==> config.mk <==
export PLATFORM = sky130hd
export DESIGN_NAME = cacheline_burst_adaptor
export DESIGN_NICKNAME = d
export VERILOG_FILES = /design/src/rtl/cacheline_burst_adaptor_pkg.sv /design/src/rtl/cacheline_burst_adaptor_beat_buffer.sv /design/src/rtl/cacheline_burst_adaptor.sv
export SDC_FILE = /design/constraint.sdc
export NUM_CORES = 2
export LEC_CHECK = 0
export CAP_MARGIN = 20
export CORE_AREA = 2 2 278 280
export CTS_BUF_LIST = sky130_fd_sc_hd__clkbuf_8 sky130_fd_sc_hd__clkbuf_16
export CTS_CLUSTER_DIAMETER = 100
export DETAILED_ROUTE_END_ITERATION = 16
export DIE_AREA = 0 0 280 282
export PLACE_DENSITY = 0.73
export SLEW_MARGIN = 20
export SYNTH_ARGS = -nofsm -noshare
export SYNTH_HDL_FRONTEND = slang
export SYNTH_SLANG_ARGS = --single-unit
==> constraint.sdc <==
create_clock -name clk -period 23.7 [get_ports clk]
set_input_delay 4.74 -clock clk [delete_from_list [all_inputs] [get_ports clk]]
set_output_delay 4.74 -clock clk [all_outputs]
set_load 0.02 [all_outputs]
==> src/rtl/cacheline_burst_adaptor_pkg.sv <==
// Shared types and sizing for the cache-line to DRAM burst adaptor.
// Optional perf counters are enabled by defining ADAPTOR_PERF_CNT_EN.
package cacheline_adaptor_types;

    localparam int unsigned BEATS            = 4;
    localparam int unsigned BEAT_IDX_W       = 2;
    localparam int unsigned LINE_OFFSET_BITS = 5;

    typedef enum logic [1:0] {
        IDLE,
        RD_BURST,
        WR_BURST,
        DONE
    } adaptor_state_t;

endpackage

==> src/rtl/cacheline_burst_adaptor_beat_buffer.sv <==
// Line-wide staging register: whole-line load from the cache, per-beat load from
// DRAM, and per-beat select toward DRAM. Part of cacheline_burst_adaptor.
module cacheline_beat_buffer
    import cacheline_adaptor_types::*;
#(
    parameter int unsigned LINE_WIDTH  = 256,
    parameter int unsigned BURST_WIDTH = 64
) (
    input  logic                   clk,
    input  logic                   rst,
    input  logic                   i_line_load,
    input  logic [LINE_WIDTH-1:0]  i_line,
    input  logic                   i_beat_load,
    input  logic [BEAT_IDX_W-1:0]  i_beat_idx,
    input  logic [BURST_WIDTH-1:0] i_beat_data,
    input  logic [BEAT_IDX_W-1:0]  i_sel_idx,
    output logic [BURST_WIDTH-1:0] o_sel_beat_c,
    output logic [LINE_WIDTH-1:0]  o_line_next_c
);

    logic [LINE_WIDTH-1:0] r_line;
    logic [LINE_WIDTH-1:0] w_line_next;

    // Next-line value is exported so the top can capture a completed read in the same edge.
    always_comb begin
        w_line_next = r_line;
        if (i_line_load) begin
            w_line_next = i_line;
        end else if (i_beat_load) begin
            for (int b = 0; b < BEATS; b++) begin
                if (i_beat_idx == BEAT_IDX_W'(b)) begin
                    w_line_next[b*BURST_WIDTH +: BURST_WIDTH] = i_beat_data;
                end
            end
        end
    end

    always_comb begin
        o_sel_beat_c = '0;
        for (int b = 0; b < BEATS; b++) begin
            if (i_sel_idx == BEAT_IDX_W'(b)) begin
                o_sel_beat_c = r_line[b*BURST_WIDTH +: BURST_WIDTH];
            end
        end
    end

    always_ff @(posedge clk or posedge rst) begin
        if (rst) begin
            r_line <= '0;
        end else begin
            r_line <= w_line_next;
        end
    end

    assign o_line_next_c = w_line_next;

endmodule

==> src/rtl/cacheline_burst_adaptor.sv <==
// Converts one cache-line read/write into a four-beat DRAM burst.
// Define ADAPTOR_PERF_CNT_EN to add rd_count_o/wr_count_o completion counters.
module cacheline_burst_adaptor
    import cacheline_adaptor_types::*;
#(
    parameter int unsigned LINE_WIDTH  = 256,
    parameter int unsigned BURST_WIDTH = 64,
    parameter int unsigned ADDR_WIDTH  = 32
) (
    input  logic                   clk,
    input  logic                   rst,
    input  logic                   read_i,
    input  logic                   write_i,
    input  logic [ADDR_WIDTH-1:0]  address_i,
    input  logic [LINE_WIDTH-1:0]  line_i,
    output logic [LINE_WIDTH-1:0]  line_o,
    output logic                   resp_o,
    output logic                   read_o,
    output logic                   write_o,
    output logic [ADDR_WIDTH-1:0]  address_o,
    output logic [BURST_WIDTH-1:0] burst_o,
    input  logic [BURST_WIDTH-1:0] burst_i,
    input  logic                   resp_i
`ifdef ADAPTOR_PERF_CNT_EN
    ,
    output logic [31:0]            rd_count_o,
    output logic [31:0]            wr_count_o
`endif
);

    adaptor_state_t         r_state;
    logic [BEAT_IDX_W-1:0]  r_beat;
    logic                   r_read_o;
    logic                   r_write_o;
    logic                   r_resp_o;
    logic [ADDR_WIDTH-1:0]  r_address_o;
    logic [BURST_WIDTH-1:0] r_burst_o;
    logic [LINE_WIDTH-1:0]  r_line_o;

    logic                   w_line_load;
    logic                   w_beat_load;
    logic [BEAT_IDX_W-1:0]  w_next_beat;
    logic [BURST_WIDTH-1:0] w_sel_beat;
    logic [LINE_WIDTH-1:0]  w_line_next;
    logic                   w_unused_addr;

    assign w_line_load   = (r_state == IDLE) && write_i;
    assign w_beat_load   = (r_state == RD_BURST) && resp_i;
    assign w_next_beat   = r_beat + 2'd1;
    assign w_unused_addr = ^address_i[LINE_OFFSET_BITS-1:0];

    cacheline_beat_buffer #(
        .LINE_WIDTH  (LINE_WIDTH),
        .BURST_WIDTH (BURST_WIDTH)
    ) u_buffer (
        .clk           (clk),
        .rst           (rst),
        .i_line_load   (w_line_load),
        .i_line        (line_i),
        .i_beat_load   (w_beat_load),
        .i_beat_idx    (r_beat),
        .i_beat_data   (burst_i),
        .i_sel_idx     (w_next_beat),
        .o_sel_beat_c  (w_sel_beat),
        .o_line_next_c (w_line_next)
    );

    always_ff @(posedge clk or posedge rst) begin
        if (rst) begin
            r_state     <= IDLE;
            r_beat      <= '0;
            r_read_o    <= 1'b0;
            r_write_o   <= 1'b0;
            r_resp_o    <= 1'b0;
            r_address_o <= '0;
            r_burst_o   <= '0;
            r_line_o    <= '0;
        end else begin
            r_resp_o <= 1'b0;
            case (r_state)
                IDLE: begin
                    r_beat <= '0;
                    if (write_i) begin
                        r_state     <= WR_BURST;
                        r_write_o   <= 1'b1;
                        r_address_o <= {address_i[ADDR_WIDTH-1:LINE_OFFSET_BITS], LINE_OFFSET_BITS'(0)};
                        r_burst_o   <= line_i[BURST_WIDTH-1:0];
                    end else if (read_i) begin
                        r_state     <= RD_BURST;
                        r_read_o    <= 1'b1;
                        r_address_o <= {address_i[ADDR_WIDTH-1:LINE_OFFSET_BITS], LINE_OFFSET_BITS'(0)};
                    end
                end
                RD_BURST: begin
                    if (resp_i) begin
                        r_beat <= w_next_beat;
                        if (r_beat == BEAT_IDX_W'(BEATS - 1)) begin
                            r_read_o <= 1'b0;
                            r_resp_o <= 1'b1;
                            r_line_o <= w_line_next;
                            r_state  <= DONE;
                        end
                    end
                end
                WR_BURST: begin
                    // burst_o is pre-loaded with the following beat so it is stable during gaps
                    if (resp_i) begin
                        r_beat <= w_next_beat;
                        if (r_beat == BEAT_IDX_W'(BEATS - 1)) begin
                            r_write_o <= 1'b0;
                            r_resp_o  <= 1'b1;
                            r_state   <= DONE;
                        end else begin
                            r_burst_o <= w_sel_beat;
                        end
                    end
                end
                DONE: begin
                    r_state <= IDLE;
                end
                default: begin
                    r_state <= IDLE;
                end
            endcase
        end
    end

    assign line_o    = r_line_o;
    assign resp_o    = r_resp_o;
    assign read_o    = r_read_o;
    assign write_o   = r_write_o;
    assign address_o = r_address_o;
    assign burst_o   = r_burst_o;

`ifdef ADAPTOR_PERF_CNT_EN
    logic        r_op_wr;
    logic [31:0] r_rd_count;
    logic [31:0] r_wr_count;

    always_ff @(posedge clk or posedge rst) begin
        if (rst) begin
            r_op_wr    <= 1'b0;
            r_rd_count <= '0;
            r_wr_count <= '0;
        end else begin
            if (r_state == IDLE) begin
                if (write_i) begin
                    r_op_wr <= 1'b1;
                end else if (read_i) begin
                    r_op_wr <= 1'b0;
                end
            end
            if (r_state == DONE) begin
                if (r_op_wr) begin
                    r_wr_count <= r_wr_count + 32'd1;
                end else begin
                    r_rd_count <= r_rd_count + 32'd1;
                end
            end
        end
    end

    assign rd_count_o = r_rd_count;
    assign wr_count_o = r_wr_count;
`endif

endmodule
Word-level counts from Yosys, hierarchy flattened --
Index checks and enable logic that the tools add are counted.
Word-level totals: register bits 615, bits of input ports 357, output and inout port bits 355, logic and storage cells 80
Cells by class: add/sub/neg operators 1, equality and inequality tests 20, mux-type cells 33, reduce and logical (&&, ||, !) cells 17
Operators by type and width (count):
- 64-bit 2-to-1 mux | 11
- 256-bit 2-to-1 mux | 2
- 64-bit case mux with 2 select lines | 1
- 32-bit 2-to-1 mux | 2
- 2-bit != test (second input constant) | 7
- 2-bit equality test (second input constant) | 6
- 2-bit 2-to-1 mux | 5
- 1-bit 2-to-1 mux | 8
- 4-bit AND reduction | 2
- 2-bit nonzero test | 4
- 2-bit by 1-bit equality test with 1-bit output (second input constant) | 3
- 2-bit logical NOT | 3
- 2-bit by 1-bit != test with 1-bit output (second input constant) | 3
- 2-bit case mux with 3 select lines | 1
- 3-bit AND reduction | 2
- 5-bit AND reduction | 1
- 1-bit case mux with 2 select lines | 2
- 2-bit case mux with 2 select lines | 1
- 2-bit AND reduction | 2
- 3-bit != test (second input constant) | 1
- 2-bit by 1-bit adder with 2-bit output (second input constant) | 1
- 1-bit logical AND | 2
- 2-bit OR reduction | 1

Logic depth before layout (Yosys ltp) --
depth in word-level cells 9, depth in mapped cells 10, mapped depth without buffers 6

Hierarchy --
Synthesis repeated with hierarchy kept, for this count alone.
Unflattened totals: cells, all modules 2336, area, all modules 27874.2 µm²
Modules (own cells, without submodules):
- cacheline_burst_adaptor | instances 1, cells an instance 857, area each 14102.3 µm², seq. area each 8858.5 µm²
- cacheline_beat_buffer | instances 1, cells an instance 1479, area each 13772.0 µm², seq. area each 6406.1 µm²

Worst setup path before layout --
No wires, ideal clock.
kind in2reg, from input resp_i, to register r_line_o[14], in the netlist line_o[14], arrival 5.914 ns, data required time 23.575 ns, setup slack 17.661 ns, stages 7, buffers on the path 3, path through buf_2 nand3_1 buf_2 buf_1 nor2_1 o22a_1 mux2_2
On the way: word-level cells in the longest chain between the ends 3, elaborated cells between the ends (all ways) 4, those cells by class 2 x mux; 2 x reduce/logical
RTL lines:
- start, declared | RTL line cacheline_burst_adaptor.sv:23 | input logic resp_i
- 1-bit logical AND | RTL line cacheline_burst_adaptor.sv:48 | assign w_beat_load = (r_state == RD_BURST) && resp_i;
- 256-bit 2-to-1 mux | RTL line cacheline_burst_adaptor_beat_buffer.sv:29 | end else if (i_beat_load) begin
- 256-bit 2-to-1 mux | RTL line cacheline_burst_adaptor_beat_buffer.sv:27 | if (i_line_load) begin
- net u_buffer.o_line_next_c[14] | RTL line cacheline_burst_adaptor_beat_buffer.sv:18 | output logic [LINE_WIDTH-1:0] o_line_next_c
- end signal, assigned | RTL line cacheline_burst_adaptor.sv:100 | r_line_o <= w_line_next;
- end, declared | RTL line cacheline_burst_adaptor.sv:38 | logic [LINE_WIDTH-1:0] r_line_o;
The timed path passes the listed nets, and every way through them passes these cells. A chain may end at the register's enable or synchronous reset.

Worst setup path after layout --
from input resp_i, to register r_line_o[164], in the netlist line_o[164]
On the way: word-level cells in the longest chain between the ends 3, elaborated cells between the ends (all ways) 4, those cells by class 2 x mux; 2 x reduce/logical
RTL lines (RTL line):
- 1-bit logical AND | cacheline_burst_adaptor.sv:48
- 256-bit 2-to-1 mux | cacheline_burst_adaptor_beat_buffer.sv:29
- 256-bit 2-to-1 mux | cacheline_burst_adaptor_beat_buffer.sv:27
Parallel ways exist; a longest one is shown, timed or not.

==> results.md <==
* Ys flop type: dfrtp_1
* DR DRC count at 0
* Max incr delay on CP at 0.89 ns
* Remaining antenna violation count at 0
* GRT overflow at 0
* Die Wd at 280 um
* Buffers & Inverters on Critical Path at 3
* Crit path cell chain: clkdlybuf4s50_1, and3_4, buf_4, buf_4, mux2_2
* Max Slew Vio Count at 0
* Initial Util at 36.9%
* RR Startpoint: r_state[0]
* EDFF count, synth at 0
* Fillers at 6750
* Min-delay src: burst_o[49]
* TritonCTS clock tree: done
* Largest cells by area after synthesis: dfrtp_1, mux2_2, o21a_1
* VDD IR max at 91.4 uV
* Ys async rst share at 100%
* Gr usage total at 24.8%
* Pwr per Cell Area at 141 nW/um^2
* Crit Reg-Reg Endpoint: line_o[149]
* Sequential-to-total area share from yosys stat at 54.6%
* Avg WL per Cell at 24.8 um
* Total vias in the final route at 23400
* Placed Area at 35500 sq um
* Hold WS at 0.485 ns
* Post-route cell area at 37800 sq um
* Post-CTS Setup Repair Bufs at 0
* Root Driver: clkbuf_16
* Worst setup EP type: flop
* Leakage power at 16.0 nW
* Synth-to-layout area growth at 35.2%
* Setup violators final at 0
* Synth cell types at 34
* Hold EP: burst_o[49]
* Run status: complete, no violations
* Worst endpoint required time at 24.16 ns
* Max Root-Sink Buffers at 3
* DRT iter0 DRCs at 1868
* Syn_area_per_cell at 11.3 sq um
* First-pass GRT wire length at 150000 um
* Commonest cells post-synth: dfrtp_1, nor2_1, o21a_1
* FF-to-FF setup slack at 19.18 ns
* Synth area leader: dfrtp_1
* Core outline area at 75700 sq um
* Final Critical Period at 8.23 ns
* Yosys reg bits at 610
* Boundary Pins at 712
* Crit Path Max Fanout at 67
* Hold/Removal Path Class: reg2reg
* Row cnt at 101
* Fin crit share at 34.7%
* Hpwl dp at 64400 um
* Post-layout instance count excluding filler cells at 4087
* Post-Syn Instances at 2468
* H-tree depth at 3
* Sinks on Clock Net at 610
* Vias in the first global route at 24200
* Storage element area at 15300 sq um
* # Max-Cap Violations at 0
* Most numerous cell on the critical path: buf_4
* Kind of critical path: in2reg
* Via density per instance at 5.73
* Total wire length at 101000 um
* Layout cells sized above 1 at 12.3%
* Hold path cells at 1
* Crit-path slowest cell: clkdlybuf4s50_1
* Die Y at 282 um
* Tightest Pin Transition at 1.14 ns
* Largest net degree at the start of global routing at 164
* RSZ-0062 raised after global routing: no
* Later-pin clock latency in the skew report at 0.61 ns
* Buffers on Ports at 701
* Slew Limit Headroom at 24.2%
* Initial antenna violation count at 14
* Post-layout nets at 3413
* Worst Setup Start Kind: input pin
* Hold Fails Final Rpt at 0
* R2R depth at 8
* Count leader, synth: dfrtp_1
* Die Area at 79000 sq um
* Multi-input combinational cell area at 11400 sq um
* Clk slew on worst S/H paths at 0.06 ns
* F_max at 0.121 GHz
* Setup Skew at 0.0359 ns
* Setup TNS at 0 ns
* YS warnings at 0
* RD Place Congestion at 0.832
* Top cell type's share of synthesized area at 54.6%
* CTS Buf Count at 71
* Syn Std Cell Area at 28000 sq um
* CTS resizes at 0
* Placed cells at 3949
* Cell family with most CP delay: buffers and inverters
* Detailed-router iteration count before antenna repair at 7
* Hold buffer count at CTS at 0
* Critical path arrival at 8.70 ns
-- state kept, by name (all words and copies together) (netlist names) --
name,count
read_o,1
resp_o,1
address_o,27
r_state,2
u_buffer.r_line,256
write_o,1
line_o,256
burst_o,64
r_beat,2
-- cells by family after synthesis --
family / synth area share (%)
AND/OR/NAND/NOR: 5.57
AO/OA/AOI/OAI: 22.9
other: 0.0134
buffers and inverters: 5.13
multiplexers: 11.2
adder cells (fa/ha/maj): 0.537
flip-flops: 54.6
-- through the flow --
| stage | utilization, % | power [mW] | worst slack [ns] |
|---|---|---|---|
| floorplan | - | 3.20 | 1.88 |
| global placement | 46.9 | 4.17 | 14.87 |
| detailed placement | 46.9 | 4.23 | 14.89 |
| CTS | 49.9 | 5.33 | 15.50 |
| global route | 49.9 | 5.58 | 15.28 |
| finish | 49.9 | 5.32 | 15.47 |
-- worst register-to-register path, delay by kind of cell (launching register included) --
| kind | cells | cell delay [ns] |
|---|---|---|
| AO/OA/AOI/OAI | 1 | 0.50 |
| adder cells (fa/ha/maj) | 1 | 0.51 |
| buffers and inverters | 4 | 2.13 |
| flip-flops | 1 | 0.38 |
| multiplexers | 1 | 0.27 |
| AND/OR/NAND/NOR | 1 | 0.61 |
-- where the power goes --
part / switching, mW / internal [mW] / leakage, nW
logic: 1.34 / 1.12 / 7.27
registers: 0.268 / 1.51 / 7.48
clock network: 0.452 / 0.635 / 1.20
total: 2.06 / 3.27 / 16.0
-- worst max-delay path by stage --
stage / depth (start not counted) / start / slack, ns / end
final: 5 / resp_i / 15.47 / line_o[164]
after global routing: 5 / resp_i / 15.28 / line_o[40]
after CTS: 5 / resp_i / 15.50 / line_o[164]
after detailed placement: 5 / resp_i / 14.89 / line_o[107]
after global placement: 5 / resp_i / 14.87 / line_o[106]
after floorplan: 1 / rst / 1.88 / address_o[10]
-- metal layers --
metal	GRT usage (%)	routed length, um	vias to the layer above
met5	0	26	-
met4	11.1	3930	4
met2	40.7	48400	1206
met3	6.12	9110	236
met1	31.0	39700	11700
li1	-	-	10200
-- area by class of cell --
cell class | instances | share of cell area (%)
Antenna cell | 13 | 0.0861
Clock buffer | 85 | 5.21
Clock inverter | 40 | 0.874
Inverter | 72 | 0.738
Multi-Input combinational cell | 1554 | 30.2
Sequential cell | 610 | 40.4
Tap cell | 978 | 3.24
Timing Repair Buffer | 735 | 19.3
-- layout by cell type (no fill, tap or decap), types with 5 or more instances in the layout --
cell type and instances:
o22a_1 191, ha_1 9, clkinv_2 13, clkbuf_16 71, a221oi_1 64, dfrtp_1 610
mux2_2 219, nand2_1 133, o221ai_1 128, o21a_1 255, mux2i_1 67, o21ai_0 68
diode_2 13, clkdlybuf4s50_1 700, a31oi_1 64, inv_1 85, nor2_1 258, clkbuf_8 14
a21oi_1 65, buf_4 32, conb_1 5
(Power assumes the default switching activity.)
